**src/rtl/video_pkg.sv**
```systemverilog
// Shared types and sizing helpers for the video position tracker and its axis counters.
package video_pkg;

  typedef enum logic {
    WAIT_VSYNC = 1'b0,
    TRACK      = 1'b1
  } track_state_t;

  function automatic int section_width(input int resolution, input int sections);
    return resolution / sections;
  endfunction

  // An index for a single item still needs one bit to exist as a port.
  function automatic int index_bits(input int n);
    return (n > 1) ? $clog2(n) : 1;
  endfunction

endpackage

```
**src/rtl/video_pos_tracker_if.sv**
```systemverilog
// Passive view of one video stream beat: handshake plus its sync/DE sideband.
interface video_pos_tracker_if;
  logic valid_i;
  logic ready_i;
  logic hsync_i;
  logic vsync_i;
  logic vde_i;

  modport master (output valid_i, ready_i, hsync_i, vsync_i, vde_i);
  modport slave  (input  valid_i, ready_i, hsync_i, vsync_i, vde_i);
endinterface

```
**src/rtl/video_axis_counter.sv**
```systemverilog
// Saturating position counter for one screen axis, with section index and a
// pulse whenever the last position of a section is passed.
module video_axis_counter
  import video_pkg::*;
#(
  parameter int MAX_COUNT    = 20,
  parameter int NUM_SECTIONS = 4,
  localparam int CW = $clog2(MAX_COUNT + 1),
  localparam int SB = index_bits(NUM_SECTIONS)
) (
  input  logic          clk,
  input  logic          rst_n,
  input  logic          clear,
  input  logic          step,
  output logic [CW-1:0] count,
  output logic [SB-1:0] sec,
  output logic          edge_pulse,
  output logic          overflow
);

  localparam int SW = section_width(MAX_COUNT, NUM_SECTIONS);
  localparam int PW = index_bits(SW);

  logic [PW-1:0] pos_q;
  logic          advance;
  logic          section_end;

  assign advance     = step && (count != CW'(MAX_COUNT));
  assign overflow    = step && (count == CW'(MAX_COUNT));
  assign section_end = (pos_q == PW'(SW - 1));

  // A clear on the same beat as a step still reports the crossed edge.
  always_ff @(posedge clk or negedge rst_n) begin
    if (!rst_n) begin
      count      <= '0;
      pos_q      <= '0;
      sec        <= '0;
      edge_pulse <= 1'b0;
    end else begin
      edge_pulse <= advance && section_end;
      if (clear) begin
        count <= '0;
        pos_q <= '0;
        sec   <= '0;
      end else if (advance) begin
        count <= count + 1'b1;
        if (section_end) begin
          pos_q <= '0;
          sec   <= (sec == SB'(NUM_SECTIONS - 1)) ? '0 : sec + 1'b1;
        end else begin
          pos_q <= pos_q + 1'b1;
        end
      end
    end
  end

endmodule

```
**src/rtl/video_pos_tracker.sv**
```systemverilog
// Passive monitor that follows the raster position of a video stream and flags
// malformed lines and frames.
module video_pos_tracker
  import video_pkg::*;
#(
  parameter int X_RESOLUTION   = 20,
  parameter int Y_RESOLUTION   = 8,
  parameter int X_NUM_SECTIONS = 4,
  parameter int Y_NUM_SECTIONS = 2
) (
  input  logic                                    clk,
  input  logic                                    rst_n,
  video_pos_tracker_if.slave                      stream,
  input  logic                                    clr_i,
  output logic [$clog2(X_RESOLUTION+1)-1:0]       x_o,
  output logic [$clog2(Y_RESOLUTION+1)-1:0]       y_o,
  output logic [index_bits(X_NUM_SECTIONS)-1:0]   x_sec_o,
  output logic [index_bits(Y_NUM_SECTIONS)-1:0]   y_sec_o,
  output logic                                    x_edge_o,
  output logic                                    y_edge_o,
  output logic                                    frame_start_o,
  output logic                                    line_err_o,
  output logic                                    frame_err_o,
  output logic                                    in_frame_o,
  output logic                                    err_sticky_o
);

  localparam int XW = $clog2(X_RESOLUTION + 1);
  localparam int YW = $clog2(Y_RESOLUTION + 1);

  if (X_RESOLUTION % X_NUM_SECTIONS != 0) begin : g_bad_x_sections
    $error("X_RESOLUTION must be divisible by X_NUM_SECTIONS");
  end
  if (Y_RESOLUTION % Y_NUM_SECTIONS != 0) begin : g_bad_y_sections
    $error("Y_RESOLUTION must be divisible by Y_NUM_SECTIONS");
  end

  track_state_t state_q, state_d;
  logic prev_hsync_q, prev_vsync_q;
  logic frame_start_q, line_err_q, frame_err_q, err_sticky_q, in_frame_q;

  logic beat, tracking, hsync_rise, vsync_rise;
  logic x_step, x_clear, x_overflow;
  logic y_step, y_clear, y_overflow;
  logic line_done, line_err_d, frame_err_d, err_set;
  logic [YW-1:0] y_after;

  assign beat       = stream.valid_i && stream.ready_i;
  assign tracking   = (state_q == TRACK);
  assign hsync_rise = stream.hsync_i && !prev_hsync_q;
  assign vsync_rise = stream.vsync_i && !prev_vsync_q;

  assign x_clear   = beat && tracking && stream.hsync_i;
  assign x_step    = beat && tracking && stream.vde_i && !stream.hsync_i;
  assign line_done = beat && tracking && hsync_rise && (x_o != '0);
  assign y_step    = line_done;
  assign y_clear   = beat && tracking && vsync_rise;

  video_axis_counter #(
    .MAX_COUNT    (X_RESOLUTION),
    .NUM_SECTIONS (X_NUM_SECTIONS)
  ) u_x_counter (
    .clk        (clk),
    .rst_n      (rst_n),
    .clear      (x_clear),
    .step       (x_step),
    .count      (x_o),
    .sec        (x_sec_o),
    .edge_pulse (x_edge_o),
    .overflow   (x_overflow)
  );

  video_axis_counter #(
    .MAX_COUNT    (Y_RESOLUTION),
    .NUM_SECTIONS (Y_NUM_SECTIONS)
  ) u_y_counter (
    .clk        (clk),
    .rst_n      (rst_n),
    .clear      (y_clear),
    .step       (y_step),
    .count      (y_o),
    .sec        (y_sec_o),
    .edge_pulse (y_edge_o),
    .overflow   (y_overflow)
  );

  // Frame length is judged on the line count including a line closed on the same beat.
  always_comb begin
    y_after = y_o;
    if (y_step && (y_o != YW'(Y_RESOLUTION))) begin
      y_after = y_o + 1'b1;
    end
  end

  assign line_err_d  = x_overflow || (line_done && (x_o != XW'(X_RESOLUTION)));
  assign frame_err_d = y_clear && (y_after != YW'(Y_RESOLUTION)) && (y_after != '0);
  assign err_set     = line_err_d || frame_err_d || y_overflow;

  always_comb begin
    state_d = state_q;
    case (state_q)
      WAIT_VSYNC: if (beat && stream.vsync_i) state_d = TRACK;
      TRACK:      state_d = TRACK;
      default:    state_d = WAIT_VSYNC;
    endcase
  end

  always_ff @(posedge clk or negedge rst_n) begin
    if (!rst_n) begin
      state_q       <= WAIT_VSYNC;
      in_frame_q    <= 1'b0;
      prev_hsync_q  <= 1'b0;
      prev_vsync_q  <= 1'b0;
      frame_start_q <= 1'b0;
      line_err_q    <= 1'b0;
      frame_err_q   <= 1'b0;
      err_sticky_q  <= 1'b0;
    end else begin
      state_q       <= state_d;
      in_frame_q    <= (state_d == TRACK);
      frame_start_q <= beat && vsync_rise;
      line_err_q    <= line_err_d;
      frame_err_q   <= frame_err_d;
      if (beat) begin
        prev_hsync_q <= stream.hsync_i;
        prev_vsync_q <= stream.vsync_i;
      end
      if (err_set) begin
        err_sticky_q <= 1'b1;
      end else if (clr_i) begin
        err_sticky_q <= 1'b0;
      end
    end
  end

  assign frame_start_o = frame_start_q;
  assign line_err_o    = line_err_q;
  assign frame_err_o   = frame_err_q;
  assign in_frame_o    = in_frame_q;
  assign err_sticky_o  = err_sticky_q;

endmodule

```
**src/flat_wrapper.sv**
```systemverilog
// flat-port wrapper written by rule: the top's interface ports become plain ports
module video_pos_tracker_flat import video_pkg::*;
#(
  parameter int X_RESOLUTION   = 20,
  parameter int Y_RESOLUTION   = 8,
  parameter int X_NUM_SECTIONS = 4,
  parameter int Y_NUM_SECTIONS = 2
)
  (clk, rst_n, clr_i, x_o, y_o, x_sec_o, y_sec_o, x_edge_o, y_edge_o, frame_start_o, line_err_o, frame_err_o, in_frame_o, err_sticky_o, stream_valid_i, stream_ready_i, stream_hsync_i, stream_vsync_i, stream_vde_i);
  video_pos_tracker_if stream_i ();
  input  logic clk;
  input  logic rst_n;
  input  logic clr_i;
  output logic [$clog2(X_RESOLUTION+1)-1:0] x_o;
  output logic [$clog2(Y_RESOLUTION+1)-1:0] y_o;
  output logic [index_bits(X_NUM_SECTIONS)-1:0] x_sec_o;
  output logic [index_bits(Y_NUM_SECTIONS)-1:0] y_sec_o;
  output logic x_edge_o;
  output logic y_edge_o;
  output logic frame_start_o;
  output logic line_err_o;
  output logic frame_err_o;
  output logic in_frame_o;
  output logic err_sticky_o;
  input wire logic [$bits(stream_i.valid_i)-1:0] stream_valid_i;
  input wire logic [$bits(stream_i.ready_i)-1:0] stream_ready_i;
  input wire logic [$bits(stream_i.hsync_i)-1:0] stream_hsync_i;
  input wire logic [$bits(stream_i.vsync_i)-1:0] stream_vsync_i;
  input wire logic [$bits(stream_i.vde_i)-1:0] stream_vde_i;
  assign stream_i.valid_i = stream_valid_i;
  assign stream_i.ready_i = stream_ready_i;
  assign stream_i.hsync_i = stream_hsync_i;
  assign stream_i.vsync_i = stream_vsync_i;
  assign stream_i.vde_i = stream_vde_i;
  video_pos_tracker #(.X_RESOLUTION(X_RESOLUTION), .Y_RESOLUTION(Y_RESOLUTION), .X_NUM_SECTIONS(X_NUM_SECTIONS), .Y_NUM_SECTIONS(Y_NUM_SECTIONS)) u_core (.clk(clk), .rst_n(rst_n), .stream(stream_i), .clr_i(clr_i), .x_o(x_o), .y_o(y_o), .x_sec_o(x_sec_o), .y_sec_o(y_sec_o), .x_edge_o(x_edge_o), .y_edge_o(y_edge_o), .frame_start_o(frame_start_o), .line_err_o(line_err_o), .frame_err_o(frame_err_o), .in_frame_o(in_frame_o), .err_sticky_o(err_sticky_o));
endmodule
```
**config.mk**
```make
export PLATFORM = sky130hd
export DESIGN_NAME = video_pos_tracker_flat
export DESIGN_NICKNAME = d
export VERILOG_FILES = /design/src/rtl/video_pkg.sv /design/src/rtl/video_pos_tracker_if.sv /design/src/rtl/video_axis_counter.sv /design/src/rtl/video_pos_tracker.sv /design/src/flat_wrapper.sv
export SDC_FILE = /design/constraint.sdc
export NUM_CORES = 1
export LEC_CHECK = 0
export ABC_AREA = 1
export CORE_MARGIN = 2
export CORE_UTILIZATION = 46
export CTS_BUF_LIST = sky130_fd_sc_hd__clkbuf_8
export CTS_CLUSTER_SIZE = 25
export DETAILED_ROUTE_END_ITERATION = 16
export PLACE_DENSITY = 0.81
export SYNTH_ARGS = -nofsm -noshare
export SYNTH_HDL_FRONTEND = slang
export SYNTH_SLANG_ARGS = --single-unit
```
**constraint.sdc**
```tcl
create_clock -name clk -period 1.52 [get_ports clk]
set_input_delay 0.304 -clock clk [delete_from_list [all_inputs] [get_ports clk]]
set_output_delay 0.304 -clock clk [all_outputs]
set_load 0.02 [all_outputs]
```
-- Word-level counts from Yosys, hierarchy flattened
Cells that the tools add are included.
- word-level logic and storage cells: 88
- output and inout port bits: 19
- input port bits: 8
- register bits: 26
- bitwise operators: 1
- mux-type cells: 22
- reduce and logical (&&, ||, !) cells: 36
- add/sub/neg operators: 6
- equality and inequality tests: 8
- operator list (kind ; number):
    1-bit logical AND ; 21
    2-bit 2-to-1 mux ; 7
    5-bit 2-to-1 mux ; 2
    2-bit nonzero test ; 5
    3-bit 2-to-1 mux ; 3
    4-bit 2-to-1 mux ; 2
    4-bit inequality test (second input constant) ; 2
    1-bit 2-to-1 mux ; 7
    5-bit by 1-bit adder with 5-bit output (second input constant) ; 1
    5-bit == test (second input constant) ; 1
    5-bit inequality test (second input constant) ; 1
    5-bit nonzero test ; 1
    2-bit by 1-bit adder with 2-bit output (second input constant) ; 2
    4-bit by 1-bit adder with 4-bit output (second input constant) ; 1
    2-bit == test (second input constant) ; 2
    4-bit == test (second input constant) ; 1
    2-bit AND reduction ; 2
    4-bit nonzero test ; 1
    3-bit by 1-bit adder with 3-bit output (second input constant) ; 1
    3-bit == test (second input constant) ; 1
    1-bit logical NOT ; 3
    1-bit logical OR ; 3
    1-bit case mux with 2 select lines ; 1
    1-bit adder (second input constant) ; 1
    1-bit NOT ; 1

-- Logic depth before layout (Yosys ltp)
Gate-level depths: netlist (run 1).
- word-level depth: 12
- depth in mapped cells: 12
- depth with buffers taken out: 12

-- Cells and area by module
From an unflattened synthesis (run 1), not the netlist that was laid out.
- cell total of the unflattened synthesis: 191
- area, all modules: 1631.6 µm²
- modules (own cells, without submodules) (module ; area an instance (µm²) ; times used ; seq. area each (µm²) ; cells an instance):
    video_axis_counter (u_core.u_x_counter) ; 723.2 ; 1 ; 275.3 ; 84
    video_axis_counter (u_core.u_y_counter) ; 462.9 ; 1 ; 200.2 ; 49
    video_pos_tracker ; 445.4 ; 1 ; 175.2 ; 58

-- Worst setup path after synthesis (run 1)
Ideal clock, no wire load.
- path kind: reg-to-reg
- start: register u_core.u_x_counter.count[0]
- end: register u_core.err_sticky_q, in the netlist u_core.err_sticky_o
- stages on the path, launching flop included: 13
- setup slack: -58 ps
- buffers on the path: 0
- required time: 1402 ps
- data arrival time: 1460 ps
- library setup time: 118 ps
- clock period less this slack: 1578 ps
- path through: dfrtp_1 inv_1 ha_1 inv_1 nor2_1 nand2_1 nand3_4 nand2_1 nand2_1 clkinv_1 nand3_1 nand2_1 nand2_1
- word-level cells in the longest chain between the ends: 10
- elaborated cells on any way between the ends: 18
- those cells by class: eq/ne (3); mux (2); reduce/logical (13)
- ends and longest elaborated chain (item ; RTL line ; source):
    from (decl) ; video_axis_counter.sv:15 ; output logic [CW-1:0] count,
    from (signal assigned) ; video_axis_counter.sv:46 ; count <= count + 1'b1;
    5-bit nonzero test ; video_pos_tracker.sv:55 ; assign line_done = beat && tracking && hsync_rise && (x_o != '0);
    1-bit logical AND ; video_pos_tracker.sv:55 ;
    1-bit logical AND ; video_pos_tracker.sv:90 ; if (y_step && (y_o != YW'(Y_RESOLUTION))) begin
    4-bit 2-to-1 mux ; video_pos_tracker.sv:90 ;
    4-bit inequality test ; video_pos_tracker.sv:96 ; assign frame_err_d = y_clear && (y_after != YW'(Y_RESOLUTION)) && (y_after != '0);
    1-bit logical AND (2 in a row) ; video_pos_tracker.sv:96 ;
    1-bit logical OR ; video_pos_tracker.sv:97 ; assign err_set = line_err_d || frame_err_d || y_overflow;
    1-bit logical OR * ; video_pos_tracker.sv:97 ;
    1-bit 2-to-1 mux or 2-bit nonzero test (tied branches) ; n/a ;
    to (signal assigned) ; video_pos_tracker.sv:117 ; err_sticky_q <= 1'b0;
    to (signal assigned) ; video_pos_tracker.sv:129 ; err_sticky_q <= 1'b1;
    to (signal assigned) ; video_pos_tracker.sv:131 ; err_sticky_q <= 1'b0;
    to (decl) ; video_pos_tracker.sv:40 ; logic frame_start_q, line_err_q, frame_err_q, err_sticky_q, in_frame_q;
Every way passes the cells marked *; elsewhere a longest branch is shown, timed or not.
A chain may end at the register's enable or synchronous reset.

-- Worst setup path in the final report (run 1)
- start: register u_core.u_x_counter.count[1]
- end: register u_core.err_sticky_q, in the netlist u_core.err_sticky_o
Same word-level chain as after synthesis.

==> out/metrics.yaml, run 1 <==
syn-num-nets: 168
final_cell_mix: "nand2_1, dfrtp_1, inv_1"
cts_made_buffers: 3
max_freq_mhz: 676
r2r_start: "u_core.u_x_counter.count[1]"
grt_max_degree: 27
cts_sinks: 26
period_minus_slack_ns: 1.48
clockBufferDepth: 2
syn_area_um2: 1340
grt_usage_pct: 19.2
worstSetupPathType: "register to register"
area_growth_pct: 42.0
rsz0062_at_grt: "true"
cts_tree: "done"
root_buffer: "clkbuf_8"
synth.distinct_cells: 23
endpoint: "u_core.err_sticky_o"
p_per_area_nw_per_um2: 1190
ys_seq_elements: 26
fin_crit_sh_pct: 97.3
firstDrtPassIters: 4
htreeDepth: 1
post_drt_wl_per_cell_um: 13.5
final_common_cell: "nand2_1"
netSwitchingPower_uw: 757
grt_pass1_vias: 1170
switching_share_pct: 33.6
fin_ws_ns: 0.0412
cts_hold_buf: 0
ys_warn_count: 0
wirelength_um: 3120
cp.arrival_ns: 1.65
outcome: "complete, no violations"
die_area_um2: 3350
dp_hpwl_um: 2200
startpoint_type: "register"
skew_ns: 0.00432
routabilityCongestion: 0.826
hold_ws_ns: 0.393
die_h_um: 57.9
netlist_instances: 152
clkPwrFrac_pct: 25.5
hold_path_class: "input port to async pin"
place_ws_ns: -0.257
grt_pass1_wl_um: 4930
drc: 0
grt-ovfl-total: 0
ir_worst_vdd_mv: 0.790
finalPower_uw: 2250
setup_violations: 0
yosysSeqAreaShare_pct: 48.7
worst_pin_slew_ns: 0.329
die_w_um: 57.9
cp_data_required_time_ns: 1.69
port_buffers: 26
hold_violations: 0
clk_pin_slew_ns: 0.09
drive_above_1_share_pct: 27.0
endpoint_kind: "register"
via_count: 1185
p_int_uw: 1490
maxCapViolCount: 0
critPathLaunch: "u_core.u_x_counter.count[1]"
drv_slew: 0
clk_latency_ns: 0.27
max-slew-margin-rel_pct: 78.1
critPathMaxFanout: 6
reg2reg_slack_ns: 0.04
finalNetCount: 217
ant_nets: 0
ios: 27
reg2reg_to: "u_core.err_sticky_o"
num_rows: 19
fin_setup_tns_ns: 0
n_antenna_cell: 0
fillCellCount: 207
syn_avg_cell_area_um2: 8.78
core_area_um2: 2760
comb_power_share_pct: 35.5
initial_utilization_pct: 48.4
antenna_found_initial: 0
drt_iter0_drc: 39
p_seq_share_pct: 39.0
p_leak_uw: 0.00107
rr_worst_depth: 12
via_per_inst: 5.13
## through the flow
step / instances / utilization, % / area [um2]
after floorplan: 152 / - / 1340
after global placement: 221 / 62.7 / 1730
after detailed placement: 221 / 62.7 / 1730
after CTS: 228 / 65.6 / 1810
after global routing: 231 / 68.7 / 1900
final: 231 / 68.7 / 1900
## kinds of logic after synthesis
family	synth area share [%]
and+or+nand+nor	27.6
DFF	48.7
buffers and inverters	7.03
AOI/OAI and AO/OA	7.78
adders and majority gates	7.50
xor gates and xnor gates	1.31
## Yosys cell counts
| master | instances | area share (%) |
|---|---|---|
| nand2_1 | 35 | 9.8 |
| dfrtp_1 | 26 | 49 |
| inv_1 | 23 | 6.5 |
| nor2_1 | 11 | 3.1 |
| o21ai_0 | 11 | 4.1 |
| nand3_1 | 10 | 3.7 |
| ha_1 | 8 | 7.5 |
| nand4_1 | 6 | 2.8 |
| a21oi_1 | 4 | 1.5 |
| nor2_2 | 3 | 1.4 |
| nand3_4 | 2 | 2.6 |
| xor2_1 | 2 | 1.3 |
| clkinv_1 | 1 | 0.28 |
| inv_2 | 1 | 0.28 |
| nand2_2 | 1 | 0.47 |
| nor2_4 | 1 | 0.84 |
| nor2_8 | 1 | 1.5 |
| nor3_1 | 1 | 0.37 |
| nor3b_2 | 1 | 0.94 |
| o211a_1 | 1 | 0.75 |
| o21a_1 | 1 | 0.56 |
| o21ai_1 | 1 | 0.37 |
| o22ai_1 | 1 | 0.47 |
## power by group through the flow
stage               Clock, uW  Sequential, uW  Combinational, uW
finish                    573             878                800
global route              619             889                870
CTS                       583             876                677
detailed placement          0             901                655
global placement            0             887                626
floorplan                   0             962                293
## how the worst min path moves through the flow
| stage | from | to | slack, ns | cells past startpoint |
|---|---|---|---|---|
| after global routing | rst_n | u_core.u_y_counter.count[1] | 0.42 | 2 |
| final | rst_n | u_core.prev_hsync_q | 0.39 | 2 |
| after detailed placement | u_core.prev_vsync_q | u_core.prev_vsync_q | 0.47 | 2 |
| after floorplan | rst_n | u_core.err_sticky_o | 0.008 | 0 |
| after global placement | u_core.prev_vsync_q | u_core.prev_vsync_q | 0.46 | 2 |
| after CTS | rst_n | u_core.frame_start_o | 0.41 | 2 |
## per-layer routing
| metal | vias to the layer above | GRT usage [%] | wire, um |
|---|---|---|---|
| met5 | - | 0 | 0 |
| met4 | 0 | 8.97 | 79 |
| met3 | 10 | 4.02 | 129 |
| met2 | 35 | 33.1 | 1670 |
| met1 | 555 | 22.8 | 1240 |
| li1 | 585 | - | - |
## registers in the layout, indices dropped and copies added (netlist names)
signal and cells:
u_core.u_y_counter.pos_q 2, u_core.frame_start_o 1, u_core.u_y_counter.sec 1, u_core.prev_vsync_q 1
u_core.u_x_counter.edge_pulse 1, u_core.u_y_counter.count 4, u_core.u_y_counter.edge_pulse 1, u_core.u_x_counter.count 5
u_core.u_x_counter.sec 2, u_core.prev_hsync_q 1, u_core.err_sticky_o 1, u_core.line_err_o 1
u_core.state_q 1, u_core.frame_err_o 1, u_core.u_x_counter.pos_q 3
## timing repair
item	CTS	global route
setup endpoints to repair	26	19
setup buffers	3	3
pin swaps	3	11
hold endpoints to repair	0	0
resized for setup	18	28
## final cells by class
| class | instances | area (um2) | share of cell area [%] |
|---|---|---|---|
| Tap cell | 31 | 38.8 | 2.05 |
| Multi-Input combinational cell | 101 | 654 | 34.5 |
| Sequential cell | 26 | 653 | 34.5 |
| Inverter | 25 | 93.8 | 4.95 |
| Timing Repair Buffer | 44 | 384 | 20.3 |
| Clock buffer | 3 | 41.3 | 2.18 |
| Clock inverter | 1 | 30.0 | 1.58 |
## critical path, cell delays in order (launching register included)
cell	delay, ns
dfrtp_2	0.38
inv_2	0.05
ha_4	0.15
inv_2	0.06
nor2_4	0.04
nand2_2	0.13
nand3_4	0.13
nand2_2	0.08
nand2_1	0.07
inv_2	0.07
nand3_2	0.08
nand2_2	0.07
nand2_1	0.05
(Power assumes the default switching activity.)
==> inputs of run 2 (changes only) <==
--- a/config.mk
+++ b/config.mk
@@ -11,7 +11,7 @@
 export CTS_BUF_LIST = sky130_fd_sc_hd__clkbuf_8
 export CTS_CLUSTER_SIZE = 25
 export DETAILED_ROUTE_END_ITERATION = 16
-export PLACE_DENSITY = 0.81
+export PLACE_DENSITY = 0.78
 export SYNTH_ARGS = -nofsm -noshare
 export SYNTH_HDL_FRONTEND = slang
 export SYNTH_SLANG_ARGS = --single-unit
==> constraint.sdc (replaced) <==
create_clock -name clk -period 1.7 [get_ports clk]
set_input_delay 0.34 -clock clk [delete_from_list [all_inputs] [get_ports clk]]
set_output_delay 0.34 -clock clk [all_outputs]
set_load 0.02 [all_outputs]
==> run 2 against run 1 <==
  * Clock skew is essentially flat
  * Core utilization shrank 3.4 points
  * Clock-buffer cell count is the same
  * Largest cell class is now flip-flops and latches
  * Critical path depth shrank 11
  * Largest power group unchanged
  * Register-to-register slack gained 0.14 ns
==> out/metrics.yaml, run 2 (same netlist as run 1, synthesis figures left out) <==
crit_family: "buffers and inverters"
p_per_area_nw_per_um2: 1040
max-slew-margin-rel_pct: 77.9
period_minus_slack_ns: 1.64
crit_cells: 1
port_buffers: 26
grt_pass1_wl_um: 5050
final_common_cell: "nand2_1"
reg2reg_to: "u_core.frame_err_o"
worst_pin_slew_ns: 0.331
regMostFlops: "u_core.u_x_counter.count"
cp.arrival_ns: 1.30
ant_nets: 0
path_cells: "clkdlybuf4s50_1"
netSwitchingPower_uw: 610
critPathLaunch: "u_core.u_x_counter.count[0]"
clk_latency_ns: 0.27
via_per_inst: 5.20
p_seq_share_pct: 42.5
grt_usage_pct: 18.9
htreeDepth: 1
dp_hpwl_um: 2120
outcome: "complete, no violations"
critPathSlowestCell: "clkdlybuf4s50_1"
finalPower_uw: 1870
firstDrtPassIters: 4
rr_worst_depth: 11
core_area_um2: 2760
r2r_start: "u_core.u_x_counter.count[0]"
reg2reg_slack_ns: 0.18
crit_buf_inv: 1
drive_above_1_share_pct: 13.8
clk_pin_slew_ns: 0.09
grt-ovfl-total: 0
ir_worst_vdd_mv: 0.646
drc: 0
die_h_um: 57.9
grt_max_degree: 27
critPathMaxFanout: 4
skew_ns: 0.00443
cts_sinks: 26
fin_crit_sh_pct: 96.7
via_count: 1143
hold_violations: 0
max_freq_mhz: 608
post_drt_wl_per_cell_um: 12.9
cts_hold_buf: 0
stdcell_count: 220
ios: 27
grt_pass1_vias: 1194
clockBufferDepth: 2
max_stage_delay_ns: 0.63
rsz0062_at_grt: "false"
p_leak_uw: 0.000994
clkPwrFrac_pct: 27.3
cts_tree: "done"
largest_reg_flops: 5
num_rows: 19
comb_power_share_pct: 30.2
busiest_layer: "met2"
startpoint_type: "register"
worstSetupPathType: "register to output port"
antenna_found_initial: 0
drv_slew: 0
die_area_um2: 3350
finalNetCount: 206
hold_path_class: "input port to async pin"
grt_util_met3_pct: 2.90
endpoint_kind: "output port"
root_buffer: "clkbuf_8"
reg.largest.list: "u_core.u_x_counter.count x5, u_core.u_y_counter.count x4, u_core.u_x_counter.pos_q x3"
cts_made_buffers: 3
dpl_cell_area_um2: 1690
n_antenna_cell: 0
routabilityCongestion: 0.837
p_int_uw: 1260
grt_util_met1_pct: 23.8
post-cts-setup-buffers: 0
cp_data_required_time_ns: 1.36
initial_utilization_pct: 48.4
endpoint: "x_o[0]"
die_w_um: 57.9
final_cell_mix: "nand2_1, dfrtp_1, inv_1"
wirelength_um: 2840
setup_violations: 0
area_growth_pct: 35.1
drt_iter0_drc: 23
placed_cells: 216
maxCapViolCount: 0
switching_share_pct: 32.7
use_met2_pct: 33.9
final_area_um2: 1800
==> run 2: changes by cell type in the layout (fill, tap and decap cells not counted), moves of 2 or more <==
cell	before	now
dfrtp_1	24	26
clkdlybuf4s50_1	5	18
nand2_1	27	33
o21ai_0	9	11
dlygate4sd2_1	15	2
inv_2	6	1
buf_4	18	7
nand2_2	8	1
dfrtp_2	2	0
inv_1	19	23
==> run 2: final cells by class <==
cell class / instances / area, um2
multi-input combinational: 101 / 623
timing repair buffer: 33 / 325
clock inverter: 1 / 30.0
clock buffer: 3 / 41.3
fill: 238 / 955
tap: 31 / 38.8
sequential: 26 / 651
inverter: 25 / 93.8
==> run 2: how the worst min path moves through the flow <==
stage                                   start                     endpoint  slack (ns)  cells past startpoint
after floorplan                         rst_n          u_core.err_sticky_o        0.04                      0
after global placement    u_core.prev_vsync_q          u_core.prev_vsync_q        0.46                      2
after detailed placement  u_core.prev_vsync_q          u_core.prev_vsync_q        0.48                      2
after CTS                               rst_n  u_core.u_y_counter.count[3]        0.46                      2
after global routing                    rst_n          u_core.err_sticky_o        0.46                      2
final                                   rst_n  u_core.u_y_counter.count[3]        0.44                      2
==> run 2: per-stage QoR <==
stage / hold slack (ns) / setup WS [ns] / TNS (ns) / utilization [%]
finish: 0.437 / 0.0559 / 0 / 65.4
global route: 0.456 / 0.00601 / 0 / 65.4
CTS: 0.458 / 0.00798 / 0 / 63.7
detailed placement: 0.478 / -0.0917 / -0.942 / 61.2
global placement: 0.456 / -0.0472 / -0.129 / 61.2
floorplan: 0.0444 / 0.122 / 0 / -
==> run 2: repair_timing <==
action,4_1_cts,5_1_grt
endpoints found under the hold margin,0,0
setup endpoints to repair,2,16
pin swaps,0,1
resized for setup,2,14
==> run 2: layer usage <==
| metal | vias up | routed length, um |
|---|---|---|
| li1 | 563 | - |
| met1 | 555 | 1250 |
| met2 | 21 | 1460 |
| met3 | 4 | 106 |
| met4 | 0 | 25 |
| met5 | - | 0 |
==> run 2: power by group through the flow <==
stage	Combinational [uW]	Clock (uW)	Sequential [uW]
2_1_floorplan	259	0	858
3_3_place_gp	523	0	797
3_5_place_dp	544	0	805
4_1_cts	546	518	793
5_1_grt	632	545	807
6_report	564	511	793
==> inputs of run 3 (changes only) <==
--- a/config.mk
+++ b/config.mk
@@ -11,7 +11,9 @@
 export CTS_BUF_LIST = sky130_fd_sc_hd__clkbuf_8
 export CTS_CLUSTER_SIZE = 25
 export DETAILED_ROUTE_END_ITERATION = 16
+export GPL_TIMING_DRIVEN = 1
 export PLACE_DENSITY = 0.78
+export SETUP_SLACK_MARGIN = 0.05
 export SYNTH_ARGS = -nofsm -noshare
 export SYNTH_HDL_FRONTEND = slang
 export SYNTH_SLANG_ARGS = --single-unit
==> run 3 against run 2 <==
  * Core utilization down 0.18 points
  * First-iteration DRC count up 22%
  * Largest power group unchanged
  * Die area unchanged
  * Critical path depth unchanged
  * Sequential cell count unchanged
  * Register-to-register slack better by 0.02 ns
  * Total power down 0.57%
==> out/metrics.yaml, run 3 (same netlist as run 1, synthesis figures left out) <==
grt-ovfl-total: 0
fin_setup_tns_ns: 0
clkPwrFrac_pct: 27.6
cts_tree: "done"
grt_pass1_wl_um: 5050
drive_above_1_share_pct: 15.3
critPathSlowestCell: "clkdlybuf4s50_1"
startpoint_type: "register"
p_per_area_nw_per_um2: 1030
port_buffers: 26
grt_pass1_vias: 1194
top_layer_used: "met4"
dpl_cell_area_um2: 1690
p_int_uw: 1250
critPathMaxFanout: 3
netSwitchingPower_uw: 612
reg.largest.list: "u_core.u_x_counter.count x5, u_core.u_y_counter.count x4, u_core.u_x_counter.pos_q x3"
die_h_um: 57.9
ant_nets: 0
final_area_um2: 1800
reg2reg_slack_ns: 0.20
clk_latency_ns: 0.27
cp.arrival_ns: 1.27
p_leak_uw: 0.000990
htreeDepth: 1
via_per_inst: 5.16
antenna_found_initial: 0
post-route-util_pct: 65.2
rsz0062_at_grt: "false"
hold_path_class: "input port to async pin"
grt_max_degree: 27
hold_violations: 0
cts_made_buffers: 3
core_area_um2: 2760
regMostFlops: "u_core.u_x_counter.count"
max_freq_mhz: 623
dp_hpwl_um: 2120
period_minus_slack_ns: 1.61
num_rows: 19
place_ws_ns: -0.0917
die_w_um: 57.9
hold_ws_ns: 0.432
fin_ws_ns: 0.0939
drc: 0
area_growth_pct: 34.7
ios: 27
endpoint_kind: "output port"
final_common_cell: "nand2_1"
worstSetupPathType: "register to output port"
rr_worst_depth: 11
cp_data_required_time_ns: 1.36
clk_pin_slew_ns: 0.09
grt_usage_pct: 18.9
n_antenna_cell: 0
setup_violations: 0
reg2reg_to: "u_core.frame_err_o"
worst_pin_slew_ns: 0.326
cts_sinks: 26
cts_hold_buf: 0
routabilityCongestion: 0.837
drt_iter0_drc: 28
post_drt_wl_per_cell_um: 12.7
comb_power_share_pct: 29.8
crit_buf_inv: 1
outcome: "complete, no violations"
finalNetCount: 207
via_count: 1140
path_cells: "clkdlybuf4s50_1"
ir_worst_vdd_mv: 0.646
initial_utilization_pct: 48.4
fin_crit_sh_pct: 94.5
firstDrtPassIters: 4
skew_ns: 0.00356
m1WireLength_um: 1240
drv_slew: 0
largest_reg_flops: 5
root_buffer: "clkbuf_8"
switching_share_pct: 32.9
p_seq_share_pct: 42.7
wl_met2_um: 1460
crit_family: "buffers and inverters"
final_cell_mix: "nand2_1, dfrtp_1, inv_1"
die_area_um2: 3350
r2r_start: "u_core.u_x_counter.count[0]"
maxCapViolCount: 0
wl_met3_um: 84
max_stage_delay_ns: 0.61
max-slew-margin-rel_pct: 78.3
wirelength_um: 2810
clockBufferDepth: 2
-- run 3: layer usage --
layer | global-route usage, % | vias to the layer above
met5 | 0 | -
met4 | 4.98 | 0
met3 | 2.90 | 4
met2 | 33.9 | 19
met1 | 23.8 | 551
li1 | - | 566
-- run 3: repair_timing --
item                       CTS  global route
buffers inserted             0             1
setup endpoints to repair    8            21
gates resized for setup      8            14
pin swaps                    0             1
hold endpoints to repair     0             0
-- run 3: per-stage QoR --
step | power (uW) | cells
final | 1860 | 221
after detailed placement | 1350 | 216
after global routing | 1970 | 221
after CTS | 1840 | 220
after floorplan | 1120 | 152
after global placement | 1320 | 216
-- run 3: worst max-delay path by stage --
stage                                startpoint                endpoint  slack, ns  cells past startpoint
detailed placement               stream_ready_i  u_core.u_y_counter.sec      -0.09                      7
finish              u_core.u_x_counter.count[1]                  x_o[1]       0.09                      1
global placement                 stream_ready_i  u_core.u_y_counter.sec      -0.05                      7
floorplan           u_core.u_x_counter.count[0]     u_core.err_sticky_o       0.12                     12
CTS                 u_core.u_y_counter.count[1]                  y_o[1]       0.05                      1
global route        u_core.u_x_counter.count[1]                  x_o[1]       0.05                      1
-- run 3: final cells by class --
type                       instances  area [um2]
clock buffer                       3        41.3
timing repair buffer              34         320
multi-input combinational        101         623
tap                               31        38.8
clock inverter                     1        30.0
sequential                        26         651
fill                             237         960
inverter                          25        93.8
-- run 3: power by group through the flow --
stage / Clock [uW] / Combinational (uW) / Sequential, uW
after floorplan: 0 / 259 / 858
after global placement: 0 / 523 / 797
after detailed placement: 0 / 544 / 805
after CTS: 518 / 525 / 792
after global routing: 545 / 624 / 806
final: 512 / 553 / 792
